## config.mk

```make
export PLATFORM = sky130hd
export DESIGN_NAME = multicycle_control
export DESIGN_NICKNAME = d
export VERILOG_FILES = /design/src/rtl/multicycle_control.sv
export SDC_FILE = /design/constraint.sdc
export NUM_CORES = 1
export LEC_CHECK = 0
export BUFFER_PORTS_ARGS = -buffer_cell sky130_fd_sc_hd__buf_2
export CAP_MARGIN = 10
export CORE_MARGIN = 3
export CORE_UTILIZATION = 48
export CTS_CLUSTER_SIZE = 25
export DETAILED_ROUTE_END_ITERATION = 10
export PLACE_DENSITY = 0.94
export SLEW_MARGIN = 20
export SYNTH_ARGS = -nofsm -noshare
export SYNTH_HDL_FRONTEND = slang
export SYNTH_SLANG_ARGS = --single-unit
```

## constraint.sdc

```tcl
create_clock -name clk -period 2.95 [get_ports clk]
set_clock_uncertainty 0.15 [all_clocks]
set_input_delay 0 -clock clk [delete_from_list [all_inputs] [get_ports clk]]
set_output_delay 0 -clock clk [all_outputs]
set_load 0.01 [all_outputs]
```

## src/rtl/multicycle_control.sv

```systemverilog
// Main control FSM for the multicycle MIPS core: sequences each instruction
// through fetch/decode/execute/memory/writeback over one shared memory port.
module multicycle_control (
    input  logic       clk,
    input  logic       reset,
    input  logic [5:0] opcode,
    input  logic       zero,
    input  logic       mem_ready,
    output logic       mem_req,
    output logic       mem_we,
    output logic       iord,
    output logic       ir_we,
    output logic       pc_we,
    output logic [1:0] pcsrc,
    output logic       reg_we,
    output logic       regdst,
    output logic       memtoreg,
    output logic       alusrca,
    output logic [1:0] alusrcb,
    output logic [1:0] aluop,
    output logic       illegal,
    output logic       instr_done,
    output logic [3:0] state
);

    localparam logic [5:0] OP_R    = 6'h00;
    localparam logic [5:0] OP_J    = 6'h02;
    localparam logic [5:0] OP_BEQ  = 6'h04;
    localparam logic [5:0] OP_BNE  = 6'h05;
    localparam logic [5:0] OP_ADDI = 6'h08;
    localparam logic [5:0] OP_LW   = 6'h23;
    localparam logic [5:0] OP_SW   = 6'h2b;

    typedef enum logic [3:0] {
        S_FETCH    = 4'd0,
        S_DECODE   = 4'd1,
        S_MEMADR   = 4'd2,
        S_MEMRD    = 4'd3,
        S_MEMWB    = 4'd4,
        S_MEMWR    = 4'd5,
        S_EXECUTE  = 4'd6,
        S_ALUWB    = 4'd7,
        S_BRANCH   = 4'd8,
        S_ADDIEXEC = 4'd9,
        S_ADDIWB   = 4'd10,
        S_JUMP     = 4'd11
    } state_t;

    state_t state_q, state_d;

    always_ff @(posedge clk) begin
        if (reset) begin
            state_q <= S_FETCH;
        end else begin
            state_q <= state_d;
        end
    end

    assign state = state_q;

    always_comb begin
        state_d    = S_FETCH;
        mem_req    = 1'b0;
        mem_we     = 1'b0;
        iord       = 1'b0;
        ir_we      = 1'b0;
        pc_we      = 1'b0;
        pcsrc      = 2'b00;
        reg_we     = 1'b0;
        regdst     = 1'b0;
        memtoreg   = 1'b0;
        alusrca    = 1'b0;
        alusrcb    = 2'b00;
        aluop      = 2'b00;
        illegal    = 1'b0;
        instr_done = 1'b0;
        case (state_q)
            S_FETCH: begin
                mem_req = 1'b1;
                alusrcb = 2'b01;
                if (mem_ready) begin
                    ir_we   = 1'b1;
                    pc_we   = 1'b1;
                    state_d = S_DECODE;
                end
            end
            S_DECODE: begin
                alusrcb = 2'b11;
                case (opcode)
                    OP_LW, OP_SW:   state_d = S_MEMADR;
                    OP_R:           state_d = S_EXECUTE;
                    OP_BEQ, OP_BNE: state_d = S_BRANCH;
                    OP_ADDI:        state_d = S_ADDIEXEC;
                    OP_J:           state_d = S_JUMP;
                    default: begin
                        illegal    = 1'b1;
                        instr_done = 1'b1;
                    end
                endcase
            end
            S_MEMADR: begin
                alusrca = 1'b1;
                alusrcb = 2'b10;
                state_d = (opcode == OP_SW) ? S_MEMWR : S_MEMRD;
            end
            S_MEMRD: begin
                mem_req = 1'b1;
                iord    = 1'b1;
                state_d = mem_ready ? S_MEMWB : S_MEMRD;
            end
            S_MEMWB: begin
                reg_we     = 1'b1;
                memtoreg   = 1'b1;
                instr_done = 1'b1;
            end
            S_MEMWR: begin
                mem_req    = 1'b1;
                mem_we     = 1'b1;
                iord       = 1'b1;
                instr_done = mem_ready;
                state_d    = mem_ready ? S_FETCH : S_MEMWR;
            end
            S_EXECUTE: begin
                alusrca = 1'b1;
                aluop   = 2'b10;
                state_d = S_ALUWB;
            end
            S_ALUWB: begin
                reg_we     = 1'b1;
                regdst     = 1'b1;
                instr_done = 1'b1;
            end
            S_BRANCH: begin
                alusrca    = 1'b1;
                aluop      = 2'b01;
                pcsrc      = 2'b01;
                pc_we      = (opcode == OP_BNE) ? ~zero : zero;
                instr_done = 1'b1;
            end
            S_ADDIEXEC: begin
                alusrca = 1'b1;
                alusrcb = 2'b10;
                state_d = S_ADDIWB;
            end
            S_ADDIWB: begin
                reg_we     = 1'b1;
                instr_done = 1'b1;
            end
            S_JUMP: begin
                pc_we      = 1'b1;
                pcsrc      = 2'b10;
                instr_done = 1'b1;
            end
            default: state_d = S_FETCH;
        endcase
        // Reset abandons the instruction: no side effects reach the datapath.
        if (reset) begin
            mem_req    = 1'b0;
            mem_we     = 1'b0;
            ir_we      = 1'b0;
            pc_we      = 1'b0;
            reg_we     = 1'b0;
            illegal    = 1'b0;
            instr_done = 1'b0;
        end
    end

endmodule

```

==> results.tsv <==
stage	metric	value	unit
floorplanning	core	0.00119	mm^2
critical_path	critical_path_arrival	1.86	ns
critical_path	worst_path_max_delay_cell	dfxtp_1	
finish	area_growth	23.0	%
synth	synthCells	95	
power	p_per_area	238	mW/mm^2
clock_network	cts_sinks	4	
sta	timing.final.ws_setup	0.936	ns
critical_path	crit_chain	nand2b_1, a21oi_2, a211oi_1, a21o_1, buf_2	
clock_network	cts_resized	0	
sta	finalCriticalPeriod	2.01	ns
sta	rsz0062_at_grt	false	
synth	synth_ff_type	dfxtp_1	
floorplanning	die_area	0.00182	mm^2
placed_design	io_buffers	30	
min_path	holdCritPathClass	in2reg	
clock_network	clk_latency	0.23	ns
sta	max_freq	497	MHz
floorplanning	die_w	42.6	um
finish	regArea	80.1	um^2
synth	ys_ff_latch	4	
synth	ys_top_cells_by_area	dfxtp_1 (12%), nor3_1 (8.6%), nor2_1 (7.6%)	
clock_network	htree_levels	1	
clock_network	post_cts_buffers	0	
synth	syn_nets	105	
critical_path	worstSetupPathType	reg2out	
clock_network	clk_pin_slew	0.04	ns
job	cap_violations	0	
critical_path	startpoint_type	flip-flop	
finish	layout-drive-gt1-share	33.3	%
placed_design	place_congestion	0.877	
synth	synthArstFlopShare	0	%
status	status	completed	
sta	relSlewSlack	52.9	%
synth	ys_warn_count	0	
floorplanning	pin_count	31	
synth	syn_area	643	um^2
drt	drc	0	
grt	overflow	0	
finish	layout.nets	132	
clock_network	holdBufCountCts	1	
finish	largest_reg_flops	4	
drt	wire_per_inst	13.3	um
sta	timing.final.crit_share	68.3	%
floorplanning	initial_core_util	54.2	%
critical_path	cp.required	2.80	ns
drt	vias_per_cell	6.21	
floorplanning	rows	12	
synth	yosysUniqueCellTypes	40	
sta	final-max-slew-violation-count	0	
synth	yosysSeqAreaShare	12.5	%
placed_design	hpwl	1340	um
grt	grtUsageTotal	20.9	%
critical_path	critical-path-max-stage-delay	0.66	ns
clock_network	cts_tree	yes	
finish	num-fill-cells	104	
sta	hold_viol	0	
finish	multi_input_area	499	um^2
critical_path	critPathMaxFanout	18	
synth	synth_top_area_share	12.5	%
synth	synth_area_per_cell	6.77	um^2
clock_network	cts_root_buffer	clkbuf_4	
floorplanning	dieHeight	42.6	um
drt	first_pass_iters	4	
power	p_leak	0.348	nW
clock_network	numCtsBuffers	3	
synth	yosysTopAreaCell	dfxtp_1	
drt	vias	832	
sta	setup_viol	0	
sta	fin_tns_setup	0	ns
finish	diodes	0	
synth	synth_edf_count	0	
sta	tightest_slew	0.706	ns
grt	antenna_found_initial	0	
grt	grt_pass1_wl	3040	um
placed_design	place_ws	1.18	ns
critical_path	worstSetupEndpointType	output pin	
drt	finalWirelength	1790	um
clock_network	clk_path_buf_depth	2	
grt	grt_max_degree	22	
power	power	0.188	mW
drt	drt_iter0_drc	34	
grt	grt_pass1_vias	725	
power	ir_worst_vdd	190	uV
drt	antenna_left	0	
[cell usage after synthesis, types with 2 or more instances]
master,count
nor3_1,11
a31oi_1,2
and3_1,2
inv_1,2
a21oi_1,5
xor2_1,2
dfxtp_1,4
nand2b_1,5
nor4b_2,2
nor2b_1,2
nand2_1,5
xnor2_1,2
nor2_1,13
nand3_1,3
buf_2,6
o21ai_0,5
[stage by stage]
step                      std cells  area [um^2]  hold WS [ns]  util (%)
after global routing            134          791        0.0659      66.7
final                           134          791        0.0263      66.7
after CTS                       134          791        0.0176      66.7
after floorplan                  95          643       -0.0173         -
after global placement          130          758         0.180      63.9
after detailed placement        130          758         0.191      63.9
[routing by layer]
layer / vias to the layer above / GRT usage [%] / wire length, um
met4: 0 / 8.07 / 49
met2: 53 / 37.7 / 864
li1: 403 / - / -
met3: 8 / 2.58 / 141
met5: - / 0 / 0
met1: 368 / 24.6 / 730
[cell families after synthesis]
| kind of cell | share of synthesized area, % |
|---|---|
| compound gates | 26.7 |
| flops | 12.5 |
| mux | 1.56 |
| xor+xnor | 5.45 |
| buf+inv | 9.92 |
| simple gates | 44.0 |
[critical path: cells and delay by family, from the launching register on]
kind | cells | cell delay, ns
and+or+nand+nor | 1 | 0.36
AOI/OAI and AO/OA | 3 | 0.50
DFF | 1 | 0.66
buffers and inverters | 1 | 0.12
[where the power goes]
group / internal (mW) / switching, mW
Combinational: 0.0253 / 0.0354
Sequential: 0.0557 / 0.00509
Clock: 0.0454 / 0.0212
Total: 0.126 / 0.0617
[layout make-up]
class,instances,area share [%]
repair buffers,31,20.3
flip-flops and latches,4,10.1
multi-input cells,79,63.1
clock buffers,3,2.85
well taps,14,2.22
inverters,3,1.42
[worst paths after layout]
path	from	to	slack (ns)	cells after the start
worst max-delay path	state[1]$_SDFF_PP0_	instr_done	0.94	5
worst min register to register	state[3]$_SDFF_PP0_	state[0]$_SDFF_PP0_	0.56	1
worst min-delay path	opcode[4]	state[3]$_SDFF_PP0_	0.03	4
worst max register to register	state[1]$_SDFF_PP0_	state[0]$_SDFF_PP0_	1.15	4
[layout by cell type, fill, tap and decap left out, drive strengths merged, types with 2 or more instances in the layout]
cell	count
nor2	13
a31oi	2
buf	30
inv	3
o31ai	2
xnor2	2
and3	2
nor4	2
clkbuf	3
nand2	5
nand3	3
o21ai	5
nand2b	5
nor3	11
a21oi	6
xor2	2
nor4b	2
nor2b	2
dfxtp	4
No activity file was read; power rests on OpenSTA's default activity.
